`src/rtl/pulse_swallow_div.sv`:
```
// Pulse-swallow integer-N clock divider: N = PRE_M*P + S.
// An M/M+1 prescaler is clocked by a P (program) counter and an S (swallow)
// counter. New P/S values are double-buffered and only take effect at a
// period boundary.
// Optional build macro PULSE_SWALLOW_DIV_DUTY50_EN: when defined, div_clk is a
// ~50% duty divided clock derived from a per-period cycle counter; otherwise
// div_clk is a delayed, inverted copy of the modulus-control signal.
module pulse_swallow_div #(
  parameter int unsigned P_WIDTH = 5,
  parameter int unsigned S_WIDTH = 3,
  parameter int unsigned PRE_M   = 8,
  parameter int unsigned P_INIT  = 5,
  parameter int unsigned S_INIT  = 3,
  parameter int unsigned N_WIDTH = P_WIDTH + 8
) (
  input  logic               clk,
  input  logic               rst,
  input  logic               cfg_valid,
  input  logic [P_WIDTH-1:0] cfg_p,
  input  logic [S_WIDTH-1:0] cfg_s,
  output logic               cfg_ready,
  output logic               cfg_err,
  output logic               div_pulse,
  output logic               div_clk,
  output logic [N_WIDTH-1:0] ratio
);

  // Prescaler counts up to PRE_M inclusive when swallowing.
  localparam int unsigned PreW = $clog2(PRE_M + 1);

  logic [PreW-1:0]    pre_cnt_q, pre_cnt_d;
  logic [P_WIDTH-1:0] p_cnt_q, p_cnt_d;
  logic [S_WIDTH-1:0] s_cnt_q, s_cnt_d;
  logic [P_WIDTH-1:0] act_p_q, act_p_d;
  logic [S_WIDTH-1:0] act_s_q, act_s_d;
  logic               pend_v_q, pend_v_d;
  logic [P_WIDTH-1:0] pend_p_q, pend_p_d;
  logic [S_WIDTH-1:0] pend_s_q, pend_s_d;
  logic               cfg_err_q, cfg_err_d;
  logic               div_clk_q, div_clk_d;
  logic [N_WIDTH-1:0] ratio_q, ratio_d;

  logic               mc;
  logic [PreW-1:0]    pre_last;
  logic               pre_wrap;
  logic               period_end;
  logic               load_pend;
  logic [P_WIDTH-1:0] new_p;
  logic [S_WIDTH-1:0] new_s;
  logic               accept;
  logic               legal;

`ifdef PULSE_SWALLOW_DIV_DUTY50_EN
  logic [N_WIDTH-1:0] per_cnt_q, per_cnt_d;
  logic [N_WIDTH-1:0] half_n;
`endif

  // Modulus control, prescaler wrap and period-end decode from current state only.
  always_comb begin
    mc         = (s_cnt_q != '0);
    pre_last   = mc ? PreW'(PRE_M) : PreW'(PRE_M - 1);
    pre_wrap   = (pre_cnt_q == pre_last);
    period_end = pre_wrap && (p_cnt_q == '0);
    load_pend  = period_end && pend_v_q;
    new_p      = load_pend ? pend_p_q : act_p_q;
    new_s      = load_pend ? pend_s_q : act_s_q;
    accept     = cfg_valid && !pend_v_q;
    legal      = (cfg_p != '0) && (N_WIDTH'(cfg_s) <= N_WIDTH'(cfg_p));
  end

  // Next-state: counters, config double-buffer, ratio and div_clk.
  always_comb begin
    pre_cnt_d = pre_wrap ? '0 : pre_cnt_q + 1'b1;
    p_cnt_d   = p_cnt_q;
    s_cnt_d   = s_cnt_q;
    act_p_d   = act_p_q;
    act_s_d   = act_s_q;
    pend_v_d  = pend_v_q;
    pend_p_d  = pend_p_q;
    pend_s_d  = pend_s_q;
    ratio_d   = ratio_q;
    cfg_err_d = accept && !legal;

    if (pre_wrap) begin
      if (s_cnt_q != '0) s_cnt_d = s_cnt_q - 1'b1;
      if (p_cnt_q != '0) p_cnt_d = p_cnt_q - 1'b1;
      if (period_end) begin
        // Reload from the config that governs the next period.
        p_cnt_d = new_p - 1'b1;
        s_cnt_d = new_s;
        ratio_d = N_WIDTH'(PRE_M) * N_WIDTH'(new_p) + N_WIDTH'(new_s);
      end
    end

    if (load_pend) begin
      act_p_d  = pend_p_q;
      act_s_d  = pend_s_q;
      pend_v_d = 1'b0;
    end

    // Accept only happens with an empty slot, so it never collides with load_pend.
    if (accept && legal) begin
      pend_v_d = 1'b1;
      pend_p_d = cfg_p;
      pend_s_d = cfg_s;
    end

`ifdef PULSE_SWALLOW_DIV_DUTY50_EN
    per_cnt_d = period_end ? '0 : per_cnt_q + 1'b1;
    // ceil(N/2) without risking overflow of N+1.
    half_n    = (ratio_d >> 1) + N_WIDTH'(ratio_d[0]);
    div_clk_d = (per_cnt_d < half_n);
`else
    div_clk_d = ~mc;
`endif
  end

  // State register with synchronous reset.
  always_ff @(posedge clk) begin
    if (rst) begin
      pre_cnt_q <= '0;
      p_cnt_q   <= P_WIDTH'(P_INIT - 1);
      s_cnt_q   <= S_WIDTH'(S_INIT);
      act_p_q   <= P_WIDTH'(P_INIT);
      act_s_q   <= S_WIDTH'(S_INIT);
      pend_v_q  <= 1'b0;
      pend_p_q  <= '0;
      pend_s_q  <= '0;
      cfg_err_q <= 1'b0;
      div_clk_q <= 1'b0;
      ratio_q   <= N_WIDTH'(PRE_M * P_INIT + S_INIT);
`ifdef PULSE_SWALLOW_DIV_DUTY50_EN
      per_cnt_q <= '0;
`endif
    end else begin
      pre_cnt_q <= pre_cnt_d;
      p_cnt_q   <= p_cnt_d;
      s_cnt_q   <= s_cnt_d;
      act_p_q   <= act_p_d;
      act_s_q   <= act_s_d;
      pend_v_q  <= pend_v_d;
      pend_p_q  <= pend_p_d;
      pend_s_q  <= pend_s_d;
      cfg_err_q <= cfg_err_d;
      div_clk_q <= div_clk_d;
      ratio_q   <= ratio_d;
`ifdef PULSE_SWALLOW_DIV_DUTY50_EN
      per_cnt_q <= per_cnt_d;
`endif
    end
  end

  // Outputs depend on registered state only.
  always_comb begin
    cfg_ready = ~pend_v_q;
    cfg_err   = cfg_err_q;
    div_pulse = period_end;
    div_clk   = div_clk_q;
    ratio     = ratio_q;
  end

endmodule

```
`config.mk`:
```
export PLATFORM = sky130hd
export DESIGN_NAME = pulse_swallow_div
export DESIGN_NICKNAME = d
export VERILOG_FILES = /design/src/rtl/pulse_swallow_div.sv
export SDC_FILE = /design/constraint.sdc
export NUM_CORES = 1
export LEC_CHECK = 0
export CORE_UTILIZATION = 60
export CTS_BUF_LIST = sky130_fd_sc_hd__clkbuf_2
export CTS_CLUSTER_SIZE = 24
export DETAILED_ROUTE_END_ITERATION = 8
export PLACE_DENSITY = 0.87
export SYNTH_ARGS = -nofsm -noshare
export SYNTH_HDL_FRONTEND = slang
export SYNTH_SLANG_ARGS = --single-unit
```
`constraint.sdc`:
```
create_clock -name clk -period 4.2 [get_ports clk]
set_input_delay 0.84 -clock clk [delete_from_list [all_inputs] [get_ports clk]]
set_output_delay 0.84 -clock clk [all_outputs]
set_load 0.02 [all_outputs]
```
**After elaboration in Yosys (flattened, before gate mapping)**

Index checks and enable logic that the tools add are counted.

- Bits in registers: 44
- Latch bits: 0
- Bits in writable memories: 0
- ROM bits: 0
- Input port bits: 11
- Output and inout port bits: 17
- Logic and storage cells: 48
- Memories: 0

- Add/subtract/negate cells: 5
- Multiply operators: 0
- Div/mod/pow operators: 0
- Order comparisons: 1
- Equal/unequal tests: 1
- Shift-type cells: 0
- Multiplexer cells: 9
- Bitwise logic cells: 2
- Reductions and logical operators: 19

Operator list:

| kind | number |
|---|---|
| $mux W5 | 3 |
| $reduce_bool A5 Y1 | 2 |
| $sub A5 B1 Y5 const B | 2 |
| $add A8 B3 Y9 | 1 |
| $mux W3 | 3 |
| $logic_and A1 B1 Y1 | 6 |
| $reduce_and A2 Y1 | 3 |
| $reduce_bool A2 Y1 | 3 |
| $le A3 B5 Y1 | 1 |
| $logic_not A5 Y1 | 1 |
| $add A4 B1 Y4 const B | 1 |
| $eq A4 B4 Y1 | 1 |
| $mux W4 | 1 |
| $reduce_bool A3 Y1 | 1 |
| $sub A3 B1 Y3 const B | 1 |
| $logic_not A1 Y1 | 2 |
| $mux W1 | 2 |
| $not A1 Y1 | 2 |
| $reduce_or A2 Y1 | 1 |

**Logic depth before layout (Yosys ltp)**

- Depth after elaboration: 8
- Gate-level depth with buffers: 14
- Gate-level depth less buffers: 13

**Least setup slack after synthesis**

No wires, ideal clock.

- Path type: flip-flop to output port
- Start: reg s_cnt_q[0]
- End: out div_pulse
- Arrival: 1.823 ns
- Data required time: 3.360 ns
- Path slack: 1.537 ns
- Stages on the path, launching flop included: 9
- Buffers on the path: 1
- Path through: dfxtp_1 -> inv_1 -> ha_1 -> ha_1 -> or3_4 -> o22ai_4 -> nand2_4 -> inv_1 -> buf_2

- Word-level cells in the longest chain between the ends: 4

RTL lines:

| item | line | source |
|---|---|---|
| start: declaration | 33 | `logic [S_WIDTH-1:0] s_cnt_q, s_cnt_d;` |
| start signal: assignment | 123 | `s_cnt_q <= S_WIDTH'(S_INIT);` |
| start signal: assignment | 138 | `s_cnt_q <= s_cnt_d;` |
| $reduce_bool A3 Y1 | 60 | `mc = (s_cnt_q != '0);` |
| $mux W4 | 61 | `pre_last = mc ? PreW'(PRE_M) : PreW'(PRE_M - 1);` |
| $eq A4 B4 Y1 | 62 | `pre_wrap = (pre_cnt_q == pre_last);` |
| $logic_and A1 B1 Y1 | 63 | `period_end = pre_wrap && (p_cnt_q == '0);` |
| end: declaration | 23 | `output logic div_pulse,` |

Every way passes these cells.

**Worst setup path in the final report**

Same ends and word-level chain as after synthesis.

==> results_dict.tcl <==
set metrics [dict create \
    outcome "finished, final reports clean" \
    post_cts_hold_buffer_count 0 \
    r2r.worst_path.cells 13 \
    cts-root-to-sink-buffers 2 \
    via_count_of_the_first_global_routing_pass 1501 \
    finalCritPeriodShare 0.885 \
    placement_rows 20 \
    die-width_um 58.5 \
    multiInputGateArea_um2 1040 \
    global_route.overflow_total 0 \
    design_area_um2 2180 \
    cts.sink_count 39 \
    worstSetupPathType "reg -> out" \
    cp_max_fo 13 \
    floorplan.initialDensity 0.632 \
    power_density_nw_per_um2 289 \
    numPortBuffers 22 \
    initial_drc_count 76 \
    ys_ff_latch 39 \
    critical_path_required_ns 3.36 \
    ff2ff_setup_slack_ns 1.34 \
    cts.htree.levels 2 \
    p_leak_nw 0.914 \
    clk_transition_reported_paths_ns 0.19 \
    hold_path_class "reg -> reg" \
    cp-start-kind "flop" \
    synth_enable_flop_cells 0 \
    max-vdd-ir-drop_uv 189 \
    fmax_mhz 269 \
    reg_to_reg_startpoint "s_cnt_q[0]" \
    post_synth_instance_area_um2 1910 \
    tritoncts_clock_tree "done" \
    slew_viol_final 0 \
    vias 1603 \
    postSynthAreaPerCell_um2 8.74 \
    cts-root-buf "clkbuf_2" \
    slew_headroom 0.580 \
    hold_ws_ns 0.461 \
    setup_repair_after_global_routing_missed_its_margin "false" \
    track_usage 0.249 \
    detail_route.wl_per_cell_um 13.4 \
    drc 0 \
    cp_data_arrival_time_ns 2.88 \
    antenna-diode-count 0 \
    min_period_ns 3.72 \
    hold_violations 0 \
    cp-endpoint "div_pulse" \
    placedInstanceArea_um2 2140 \
    antenna_found_initial 0 \
    max_cap_viol_count 0 \
    transition_time_at_the_pin_with_the_least_slew_margin_ns 0.630 \
    io_pins 28 \
    fin_worst_skew_ns 0.0189 \
    hold_path.startpoint "act_s_q[2]" \
    crit_path_end_kind "primary output" \
    gpl.final_weighted_congestion 0.815 \
    setup_total_negative_slack_ns 0 \
    resized_after_cts 0 \
    antenna_left 0 \
    part_of_the_yosys_area_used_for_sequential_elements 0.408 \
    finalWirelength_um 3810 \
    finalSetupViolCount 0 \
    ff_latch_area_um2 781 \
    reg2reg_to "p_cnt_q[2]" \
    cp-startpoint "s_cnt_q[0]" \
    grt_pass1_wl_um 6510 \
    cts_made_buffers 5 \
    drive_gt1_frac 0.0875 \
    synthToLayoutAreaGrowth_pct 14.0 \
    synthCells 219 \
    dieArea_um2 3420 \
    synth_cell_types 48 \
    timing.final.ws_setup_ns 0.485 \
    dpl.hpwl_um 2780 \
    postSynth.topFlopCell "dfxtp_1" \
    postCtsSetupRepairBufs 0 \
    coreArea_um2 3030 \
    clock_insertion_delay_worst_skew_ns 0.40 \
    synth-warning-count 0 \
    pin_count_of_the_biggest_net_entering_global_routing 16 \
    final_nets 257 \
    first_pass_detailed_route_iteration_total 4 \
    route.detailed.vias_per_inst 5.64 \
    fillerInstances 234 \
    place_worst_setup_slack_ns 0.941 \
    postSynth.asyncResetShare 0 \
    fp.dieH_um 58.5 \
]
==> worst min-delay path by stage <==
stage | endpoint | slack [ns] | cells past startpoint
6_report | act_s_q[2] | 0.46 | 2
5_1_grt | act_s_q[2] | 0.51 | 2
4_1_cts | act_s_q[2] | 0.46 | 2
3_5_place_dp | act_s_q[2] | 0.44 | 2
3_3_place_gp | act_s_q[2] | 0.44 | 2
2_1_floorplan | act_s_q[2] | 0.43 | 2
==> logic make-up after synthesis <==
| group | after synthesis | synth area share |
|---|---|---|
| AO/OA/AOI/OAI | 45 | 0.158 |
| XOR/XNOR | 2 | 0.00915 |
| adder cells (fa/ha/maj) | 7 | 0.0457 |
| buffers and inverters | 24 | 0.0582 |
| flip-flops | 39 | 0.408 |
| multiplexers | 15 | 0.0804 |
| other | 1 | 0.00196 |
| AND/OR/NAND/NOR | 86 | 0.239 |
==> metal layers <==
layer / vias to the layer above / global-route usage / routed length (µm)
met5: - / 0 / 0
met3: 5 / 0.0659 / 157
li1: 805 / - / -
met2: 35 / 0.422 / 1880
met4: 0 / 0.0986 / 42
met1: 758 / 0.301 / 1730
==> synthesized netlist by cell type (3+ instances only) <==
library cell | instances | area, µm²
a21oi_1 | 14 | 70.1
nor3_1 | 7 | 35.0
nand2_1 | 21 | 78.8
a211oi_1 | 7 | 52.6
buf_4 | 5 | 37.5
inv_1 | 9 | 33.8
o211ai_1 | 3 | 22.5
mux2i_1 | 12 | 120
ha_1 | 7 | 87.6
nand3_1 | 13 | 65.1
o21ai_0 | 10 | 50.1
or3_1 | 3 | 18.8
nor2_1 | 17 | 63.8
clkbuf_1 | 7 | 26.3
nor2b_1 | 5 | 31.3
mux2_2 | 3 | 33.8
and3_1 | 3 | 18.8
dfxtp_1 | 39 | 781
==> through the flow <==
stage | cells | power [W] | util
3_5_place_dp | 276 | 0.000474 | 0.707
5_1_grt | 284 | 0.000662 | 0.721
2_1_floorplan | 223 | 0.000452 | -
4_1_cts | 284 | 0.000634 | 0.721
6_report | 284 | 0.000631 | 0.721
3_3_place_gp | 276 | 0.000471 | 0.707
==> critical path, cell delays in order, from the launching register on <==
cell	delay, ns
dfxtp_1	0.38
inv_1	0.05
ha_1	0.19
ha_1	0.21
or3_4	0.43
o22ai_4	0.33
nand2_4	0.17
inv_1	0.11
clkdlybuf4s50_1	0.60
==> layout make-up <==
class / instances / area share
Tap cell: 44 / 0.0252
Inverter: 9 / 0.0155
Clock buffer: 7 / 0.0161
Timing Repair Buffer: 24 / 0.108
Multi-Input combinational cell: 160 / 0.475
Sequential cell: 39 / 0.358
Clock inverter: 1 / 0.00229
==> power by group <==
group / total [W] / switching, W / internal [W]
Clock: 0.000164 / 0.000119 / 0.0000454
Sequential: 0.000392 / 0.0000120 / 0.000380
Combinational: 0.0000750 / 0.0000413 / 0.0000337
==> cells in the final DEF, fill, tap and decap left out, types with 2 or more instances in the layout <==
master / count
mux2_2: 3
a21oi_1: 14
and2_1: 2
a211oi_1: 7
nor2b_1: 5
inv_1: 9
nor2_1: 17
nor3b_1: 2
dfxtp_1: 39
nand2b_1: 2
and3_1: 3
o211ai_1: 3
nand3_1: 13
conb_1: 5
mux2i_1: 12
clkbuf_2: 7
nand2_1: 21
nor3_1: 7
clkdlybuf4s50_1: 22
o21ai_0: 10
or3_1: 3
buf_4: 2
ha_1: 7
==> state kept, by name (all words and copies together), names as in the netlist <==
register,flops
act_p_q,5
act_s_q,3
cfg_err,1
div_clk,1
p_cnt_q,5
pend_p_q,5
pend_s_q,3
pend_v_q,1
pre_cnt_q,4
ratio,8
s_cnt_q,3
Power figures use the tool's default switching activity.
